===== config.mk =====
export PLATFORM = sky130hd
export DESIGN_NAME = chirp_frame_sequencer
export DESIGN_NICKNAME = d
export VERILOG_FILES = /design/src/rtl/chirp_frame_sequencer_pkg.sv /design/src/rtl/chirp_frame_sequencer_fifo.sv /design/src/rtl/chirp_frame_sequencer.sv
export SDC_FILE = /design/constraint.sdc
export NUM_CORES = 1
export LEC_CHECK = 0
export BUFFER_PORTS_ARGS = -buffer_cell sky130_fd_sc_hd__buf_2
export CORE_ASPECT_RATIO = 0.9
export CORE_UTILIZATION = 60
export DETAILED_ROUTE_END_ITERATION = 16
export PLACE_DENSITY = 0.88
export SLEW_MARGIN = 20
export SYNTH_ARGS = -nofsm -noshare
export SYNTH_HDL_FRONTEND = slang
export SYNTH_SLANG_ARGS = --single-unit

===== constraint.sdc =====
create_clock -name i_clk -period 3.4 [get_ports i_clk]
set_input_delay 0.17 -clock i_clk [delete_from_list [all_inputs] [get_ports i_clk]]
set_output_delay 0.17 -clock i_clk [all_outputs]
set_load 0.02 [all_outputs]

===== src/rtl/chirp_frame_sequencer_pkg.sv =====
// chirp_seq_pkg: shared types and constants for the chirp frame sequencer.
//   seq_state_t : frame phase encoding; every chirp phase is split into an
//                 ISSUE cycle (start strobe low) and a WAIT period (until done).
//   SYNC_COUNT  : number of sync-word chirps per frame.
//   DOWN_COUNT  : number of downchirps per frame.
//   SYNC_SHIFT  : left shift applied to each sync nibble to form its symbol.
package chirp_seq_pkg;

  typedef enum logic [3:0] {
    ST_IDLE,
    ST_PRE_ISSUE,
    ST_PRE_WAIT,
    ST_SYNC_ISSUE,
    ST_SYNC_WAIT,
    ST_DOWN_ISSUE,
    ST_DOWN_WAIT,
    ST_PAY_ISSUE,
    ST_PAY_WAIT,
    ST_FIN
  } seq_state_t;

  localparam int unsigned SYNC_COUNT = 2;
  localparam int unsigned DOWN_COUNT = 2;
  localparam int unsigned SYNC_SHIFT = 3;

  function automatic logic is_issue(input seq_state_t s);
    return (s == ST_PRE_ISSUE) || (s == ST_SYNC_ISSUE) ||
           (s == ST_DOWN_ISSUE) || (s == ST_PAY_ISSUE);
  endfunction

endpackage


===== src/rtl/chirp_frame_sequencer_fifo.sv =====
// sym_fifo: single-clock payload symbol FIFO.
//   i_clk, i_rst     : clock, asynchronous active-high reset (flushes FIFO)
//   i_wr, i_wdata    : write request and data
//   i_rd             : pop request (ignored when empty)
//   i_clr_ovf        : clears the sticky overflow flag
//   o_rdata          : current head entry
//   o_empty, o_full  : occupancy flags
//   o_overflow       : sticky; set when a write was dropped
module sym_fifo
  import chirp_seq_pkg::*;
#(
  parameter int unsigned SYM_WIDTH  = 8,
  parameter int unsigned FIFO_DEPTH = 16
) (
  input  logic                 i_clk,
  input  logic                 i_rst,
  input  logic                 i_wr,
  input  logic [SYM_WIDTH-1:0] i_wdata,
  input  logic                 i_rd,
  input  logic                 i_clr_ovf,
  output logic [SYM_WIDTH-1:0] o_rdata,
  output logic                 o_empty,
  output logic                 o_full,
  output logic                 o_overflow
);

  localparam int unsigned ADDR_W = $clog2(FIFO_DEPTH);
  localparam int unsigned PTR_W  = ADDR_W + 1;

  logic [PTR_W-1:0]     r_wr_ptr;
  logic [PTR_W-1:0]     r_rd_ptr;
  logic [SYM_WIDTH-1:0] r_mem [FIFO_DEPTH];
  logic                 r_overflow;
  logic                 w_empty;
  logic                 w_full;
  logic                 w_rd_ok;
  logic                 w_wr_ok;

  // Extra pointer MSB distinguishes full from empty when the address bits match.
  assign w_empty = (r_wr_ptr == r_rd_ptr);
  assign w_full  = (r_wr_ptr[ADDR_W] != r_rd_ptr[ADDR_W]) &&
                   (r_wr_ptr[ADDR_W-1:0] == r_rd_ptr[ADDR_W-1:0]);
  assign w_rd_ok = i_rd && !w_empty;
  // A pop in the same cycle frees the slot, so a write at full still lands.
  assign w_wr_ok = i_wr && (!w_full || w_rd_ok);

  always_ff @(posedge i_clk or posedge i_rst) begin
    if (i_rst) begin
      r_wr_ptr   <= '0;
      r_rd_ptr   <= '0;
      r_overflow <= 1'b0;
    end else begin
      if (w_wr_ok) r_wr_ptr <= r_wr_ptr + PTR_W'(1);
      if (w_rd_ok) r_rd_ptr <= r_rd_ptr + PTR_W'(1);
      // A drop coinciding with a clear still leaves the flag set.
      if (i_wr && !w_wr_ok)  r_overflow <= 1'b1;
      else if (i_clr_ovf)    r_overflow <= 1'b0;
    end
  end

  always_ff @(posedge i_clk) begin
    if (w_wr_ok) r_mem[r_wr_ptr[ADDR_W-1:0]] <= i_wdata;
  end

  assign o_rdata    = r_mem[r_rd_ptr[ADDR_W-1:0]];
  assign o_empty    = w_empty;
  assign o_full     = w_full;
  assign o_overflow = r_overflow;

endmodule


===== src/rtl/chirp_frame_sequencer.sv =====
// chirp_frame_sequencer: buffers UART payload symbols and sequences one frame
// of preamble upchirps, sync chirps, downchirps and payload chirps, handshaking
// each chirp with the NCO (start strobe out, done pulse back).
//   i_clk, i_rst      : clock, asynchronous active-high reset
//   i_sym_valid_n     : active-low payload write strobe, data on i_sym
//   i_tx_start_n      : active-low frame start request (honoured in IDLE only)
//   i_pre_len         : preamble chirp count (latched at start, 0 = none)
//   i_sync_word       : two sync symbols, high nibble first, each << SYNC_SHIFT
//   i_chirp_done_n    : active-low chirp completion pulse
//   o_chirp_start_n   : active-low one-cycle chirp launch strobe
//   o_symbol          : symbol of the current chirp
//   o_downchirp       : current chirp is a downchirp
//   o_busy            : frame in progress
//   o_frame_done_n    : active-low one-cycle end-of-frame pulse
//   o_fifo_empty/full : payload buffer status
//   o_overflow        : sticky dropped-write flag, cleared on frame start
module chirp_frame_sequencer
  import chirp_seq_pkg::*;
#(
  parameter int unsigned SYM_WIDTH  = 8,
  parameter int unsigned FIFO_DEPTH = 16,
  parameter int unsigned PRE_WIDTH  = 4
) (
  input  logic                 i_clk,
  input  logic                 i_rst,
  input  logic                 i_sym_valid_n,
  input  logic [SYM_WIDTH-1:0] i_sym,
  input  logic                 i_tx_start_n,
  input  logic [PRE_WIDTH-1:0] i_pre_len,
  input  logic [7:0]           i_sync_word,
  input  logic                 i_chirp_done_n,
  output logic                 o_chirp_start_n,
  output logic [SYM_WIDTH-1:0] o_symbol,
  output logic                 o_downchirp,
  output logic                 o_busy,
  output logic                 o_frame_done_n,
  output logic                 o_fifo_empty,
  output logic                 o_fifo_full,
  output logic                 o_overflow
);

  localparam int unsigned CNT_W = (PRE_WIDTH > 2) ? PRE_WIDTH : 2;

  seq_state_t           r_state;
  seq_state_t           w_state_next;
  logic [CNT_W-1:0]     r_cnt;
  logic [CNT_W-1:0]     w_cnt_next;
  logic [PRE_WIDTH-1:0] r_pre_len;
  logic                 r_chirp_start_n;
  logic [SYM_WIDTH-1:0] r_symbol;
  logic                 r_downchirp;
  logic                 r_busy;
  logic                 r_frame_done_n;

  logic                 w_start;
  logic                 w_done;
  logic                 w_pop;
  logic                 w_issue_next;
  logic [SYM_WIDTH-1:0] w_sym_next;
  logic                 w_down_next;
  logic [SYM_WIDTH-1:0] w_fifo_rdata;
  logic                 w_fifo_empty;
  logic [SYNC_SHIFT+3:0] w_sync_hi;
  logic [SYNC_SHIFT+3:0] w_sync_lo;

  assign w_start   = !i_tx_start_n && (r_state == ST_IDLE);
  assign w_done    = !i_chirp_done_n;
  // The head was already captured into o_symbol on entry to ISSUE.
  assign w_pop     = (r_state == ST_PAY_ISSUE);
  assign w_sync_hi = {i_sync_word[7:4], {SYNC_SHIFT{1'b0}}};
  assign w_sync_lo = {i_sync_word[3:0], {SYNC_SHIFT{1'b0}}};

  sym_fifo #(
    .SYM_WIDTH  (SYM_WIDTH),
    .FIFO_DEPTH (FIFO_DEPTH)
  ) u_fifo (
    .i_clk      (i_clk),
    .i_rst      (i_rst),
    .i_wr       (!i_sym_valid_n),
    .i_wdata    (i_sym),
    .i_rd       (w_pop),
    .i_clr_ovf  (w_start),
    .o_rdata    (w_fifo_rdata),
    .o_empty    (w_fifo_empty),
    .o_full     (o_fifo_full),
    .o_overflow (o_overflow)
  );

  // Next state and per-phase chirp counter. Done is only acted on in WAIT states.
  always_comb begin
    w_state_next = r_state;
    w_cnt_next   = r_cnt;
    unique case (r_state)
      ST_IDLE: begin
        if (w_start) begin
          w_cnt_next   = '0;
          w_state_next = (i_pre_len != '0) ? ST_PRE_ISSUE : ST_SYNC_ISSUE;
        end
      end
      ST_PRE_ISSUE:  w_state_next = ST_PRE_WAIT;
      ST_PRE_WAIT: begin
        if (w_done) begin
          if ((r_cnt + CNT_W'(1)) == CNT_W'(r_pre_len)) begin
            w_cnt_next   = '0;
            w_state_next = ST_SYNC_ISSUE;
          end else begin
            w_cnt_next   = r_cnt + CNT_W'(1);
            w_state_next = ST_PRE_ISSUE;
          end
        end
      end
      ST_SYNC_ISSUE: w_state_next = ST_SYNC_WAIT;
      ST_SYNC_WAIT: begin
        if (w_done) begin
          if (r_cnt == CNT_W'(SYNC_COUNT - 1)) begin
            w_cnt_next   = '0;
            w_state_next = ST_DOWN_ISSUE;
          end else begin
            w_cnt_next   = r_cnt + CNT_W'(1);
            w_state_next = ST_SYNC_ISSUE;
          end
        end
      end
      ST_DOWN_ISSUE: w_state_next = ST_DOWN_WAIT;
      ST_DOWN_WAIT: begin
        if (w_done) begin
          if (r_cnt == CNT_W'(DOWN_COUNT - 1)) begin
            w_cnt_next   = '0;
            w_state_next = w_fifo_empty ? ST_FIN : ST_PAY_ISSUE;
          end else begin
            w_cnt_next   = r_cnt + CNT_W'(1);
            w_state_next = ST_DOWN_ISSUE;
          end
        end
      end
      ST_PAY_ISSUE:  w_state_next = ST_PAY_WAIT;
      ST_PAY_WAIT: begin
        if (w_done) w_state_next = w_fifo_empty ? ST_FIN : ST_PAY_ISSUE;
      end
      ST_FIN:        w_state_next = ST_IDLE;
      default:       w_state_next = ST_IDLE;
    endcase
  end

  // Symbol for the chirp about to be issued; sync uses the counter LSB to
  // pick the high nibble first.
  always_comb begin
    w_issue_next = is_issue(w_state_next);
    w_sym_next   = '0;
    w_down_next  = 1'b0;
    case (w_state_next)
      ST_SYNC_ISSUE: w_sym_next  = w_cnt_next[0] ? SYM_WIDTH'(w_sync_lo)
                                                 : SYM_WIDTH'(w_sync_hi);
      ST_DOWN_ISSUE: w_down_next = 1'b1;
      ST_PAY_ISSUE:  w_sym_next  = w_fifo_rdata;
      default:       ;
    endcase
  end

  // Outputs are registered from the next-state decode so they line up with
  // the state they describe.
  always_ff @(posedge i_clk or posedge i_rst) begin
    if (i_rst) begin
      r_state         <= ST_IDLE;
      r_cnt           <= '0;
      r_pre_len       <= '0;
      r_chirp_start_n <= 1'b1;
      r_symbol        <= '0;
      r_downchirp     <= 1'b0;
      r_busy          <= 1'b0;
      r_frame_done_n  <= 1'b1;
    end else begin
      r_state         <= w_state_next;
      r_cnt           <= w_cnt_next;
      if (w_start) r_pre_len <= i_pre_len;
      r_chirp_start_n <= !w_issue_next;
      if (w_issue_next) begin
        r_symbol    <= w_sym_next;
        r_downchirp <= w_down_next;
      end
      r_busy          <= (w_state_next != ST_IDLE) && (w_state_next != ST_FIN);
      r_frame_done_n  <= (w_state_next != ST_FIN);
    end
  end

  assign o_chirp_start_n = r_chirp_start_n;
  assign o_symbol        = r_symbol;
  assign o_downchirp     = r_downchirp;
  assign o_busy          = r_busy;
  assign o_frame_done_n  = r_frame_done_n;
  assign o_fifo_empty    = w_fifo_empty;

endmodule


==> metrics.md <==
| Metric | Value |
|---|---|
| XOR/XNOR Fraction of Synth Area | `0.0292` |
| CORE AREA | `11000 sq um` |
| Fin. max-slew vios | `0` |
| CTS root buffer | `clkbuf_16` |
| CTS tree | `done` |
| Post-synthesis mux area share | `0.144` |
| Worst Hold Depth | `2` |
| Area post-placement | `7380 sq um` |
| Pwr Density | `between 800 and 900 nW/um^2` |
| GP Congestion | `0.846` |
| Buffers on Ports | `39` |
| Met3 wire length | `1150 microns` |
| Async S/R FF share, synth | `0.215` |
| WP buf/inv | `1` |
| Final Critical Period | `2700 ps` |
| Synth Cell Area | `just under 7000 sq um` |
| Remaining DRCs | `0` |
| Largest family of logic cells by synthesized area | `multiplexers` |
| Post-synth EDFFs | `128` |
| RSZ-0062 raised after global routing | `no` |
| Slowest cell on crit path | `dfrtp_1` |
| Worst-Skew Late Latency | `420 ps` |
| WL/cell | `23.0 microns` |
| Synth area leaders | `edfxtp_1 (56%), mux4_2 (12%), dfrtp_1 (12%), nand2_1 (1.7%), xnor2_1 (1.6%)` |
| Vias after detailed routing | `3970` |
| Critical path's top delay family | `simple AND/OR/NAND/NOR gates` |
| Setup ws final | `~700 ps` |
| GRT Util Overall | `0.269` |
| Placed instance count | `603` |
| Final ANT Viol Nets | `0` |
| First-pass GRT wire length | `between 20000 and 25000 microns` |
| DR top layer | `met4` |
| Worst-path fanout max | `9` |
| Initial antenna violation count | `0` |
| Hpwl dp | `9220 microns` |
| Final setup fails | `0` |
| Worst Path Arrival | `roughly 2800 ps` |
| Cell variety after synth | `48` |
| Crit start category | `flip-flop` |
| Vias per cell | `6.21` |
| Most frequent cells in the layout | `edfxtp_1 (128), buf_2 (39), mux4_2 (38)` |
| Final layout net count | `506` |
| Ys flop type | `edfxtp_1` |
| Yosys reg bits | `163` |
| Simple-Gate Fraction of Synth Area | `0.0718` |
| Static Leak | `about 2.9 nW` |
| Initial Util | `0.628` |
| Io pins | `40` |
| Largest net degree at the start of global routing | `36` |
| Seq/Total Area, Yosys | `0.684` |
| Post-Synth Adder-Cell Area | `0.0127` |
| Hold WC Path Type | `input port to flip-flop` |
| Area leader, netlist | `edfxtp_1` |
| Worst path max stage delay | `570 ps` |
| Reg2reg path depth | `6` |
| Layout cells sized above 1 | `0.306` |
| Row count | `36` |
| Routed WL | `14700 microns` |
| Die Ht | `104 microns` |
| Cells after Synth | `roughly 410` |
| Hold WS | `24.8 ps` |
| YS warnings | `0` |
| Setup crit end kind | `flip-flop` |
| MaxCap Viol Count | `0` |
| Number of CTS-inserted buffers | `17` |
| Worst-path cell chain | `xnor2_1, and4_1, a31oi_2, nand2_1, nor3_1, buf_4` |
| Worst path depth | `6` |
| Peak VDD IR | `0.819 mV` |
| DRT iter0 DRCs | `417` |
| Pre-CTS worst setup slack | `902 ps` |
| Area Overhead vs Synth | `15.7%` |
| CP Data Required Time | `3530 ps` |
| Die X | `115 microns` |
| Syn_area_per_cell | `16.9 sq um` |
| Layout Cells excl Fill | `~640` |
| Commonest non-fill, non-tap cell in the layout | `edfxtp_1` |
| Htree depth | `4` |
| Fin area | `7990 sq um` |
| Clock buffer depth | `2` |
| Worst-Margin Slew | `656 ps` |
| Status | `finished clean` |
| Number of global-route vias before repair | `3995` |
| CP Class | `flip-flop to flip-flop` |
| Synthesized Nets | `440` |
| Max-slew headroom | `0.559` |
| Fill cells | `649` |
| Storage element area | `4720 sq um` |
| DRT met1 WL | `5820 microns` |
| Die area | `11900 sq um` |
| Post-synth top area share | `0.557` |
| Grt ovf | `0` |
| Clk slew on worst S/H paths | `approximately 60 ps` |
| Post-synthesis compound-gate area fraction | `0.0384` |
| Fin Setup TNS | `0 ps` |
| Clk_skew | `13.0 ps` |
| DR WL met2 | `7400 microns` |
| Period utilisation layout | `0.794` |
| Fmax | `370 MHz` |
| Antenna cells | `0` |
| Final hold violation count | `0` |
| Area occupied by multi-input gates | `2040 sq um` |
| Post-CTS Setup Bufs | `0` |
| First-pass detailed-route iteration total | `4` |
| Clock sink total | `163` |
==> state kept, by name, summed over array words and instances (netlist names) <==
name and count:
o_busy 1, u_fifo.o_overflow 1, r_state 4, o_downchirp 1, u_fifo.r_mem 128, u_fifo.r_rd_ptr 5
o_symbol 8, o_chirp_start_n 1, r_pre_len 4, o_frame_done_n 1, r_cnt 4, u_fifo.r_wr_ptr 5
==> report_power, final <==
group	switching, W	leakage, nW	internal (W)
clock	0.000751	0.272	0.00108
sequential	0.000219	1.60	0.00247
combinational	0.00115	0.998	0.000919
total	0.00212	2.87	0.00447
==> worst paths after layout <==
| check | slack (ps) | endpoint | startpoint |
|---|---|---|---|
| worst max-delay path | 700 | u_fifo.r_mem[1][1]$_DFFE_PP_ | u_fifo.r_wr_ptr[3]$_DFFE_PP0P_ |
| worst min-delay path | 20 | r_pre_len[0]$_DFFE_PP0P_ | i_pre_len[0] |
| max in group asynchronous | 2640 | o_frame_done_n$_DFF_PP1_ | i_rst |
| worst min register to register | 490 | o_symbol[4]$_DFFE_PP0P_ | o_symbol[4]$_DFFE_PP0P_ |
| min in group asynchronous | 410 | r_cnt[1]$_DFFE_PP0P_ | i_rst |
| worst max register to register | 700 | u_fifo.r_mem[1][1]$_DFFE_PP_ | u_fifo.r_wr_ptr[3]$_DFFE_PP0P_ |
==> worst reg2reg max path: cells and delay by family (launching register included) <==
family,cells,cell delay [ps]
compound gates,1,410
buf+inv,1,270
flops,1,570
xor+xnor,1,170
simple gates,3,990
==> cell families (layout without fill, tap and decap cells) <==
| family | count (synthesis) | after routing |
|---|---|---|
| multiplexers | 51 | 51 |
| buffers and inverters | 32 | 111 |
| XOR/XNOR | 21 | 21 |
| AND/OR/NAND/NOR | 96 | 96 |
| adder cells (fa/ha/maj) | 7 | 7 |
| flip-flops | 163 | 163 |
| AO/OA/AOI/OAI | 38 | 38 |
==> routing by layer <==
metal,vias up,GRT usage
li1,1721,-
met1,2017,0.342
met2,206,0.443
met3,26,0.0743
met4,0,0.0983
met5,-,0
==> synthesized netlist by cell type (5+ instances only) <==
library cell  instances
nor3_1                7
nand2b_1              5
xor2_1                7
nand2_1              31
dfrtp_1              33
inv_1                12
nand3_1               6
edfxtp_1            128
clkbuf_1              7
buf_2                10
nor2_1               22
o21ai_0               8
ha_1                  7
a21oi_1               6
mux2i_1               8
mux4_2               38
mux2_2                5
xnor2_1              13
==> timing repair <==
action,4_1_cts,5_1_grt
hold buffers,4,0
gates resized for setup,0,0
hold endpoints to repair,36,0
setup endpoints to repair,0,0
==> final cells by class <==
class | count | area share
Sequential cell | 163 | 0.592
Multi-Input combinational cell | 213 | 0.256
Clock buffer | 19 | 0.0542
Timing Repair Buffer | 67 | 0.0520
Tap cell | 152 | 0.0238
Clock inverter | 13 | 0.0171
Inverter | 12 | 0.00564
==> through the flow <==
stage	utilization	total power, W
CTS	0.727	0.00659
floorplan	-	0.00419
finish	0.727	0.00658
global route	0.727	0.00686
global placement	0.671	0.00464
detailed placement	0.671	0.00473
Power figures use the tool's default switching activity.
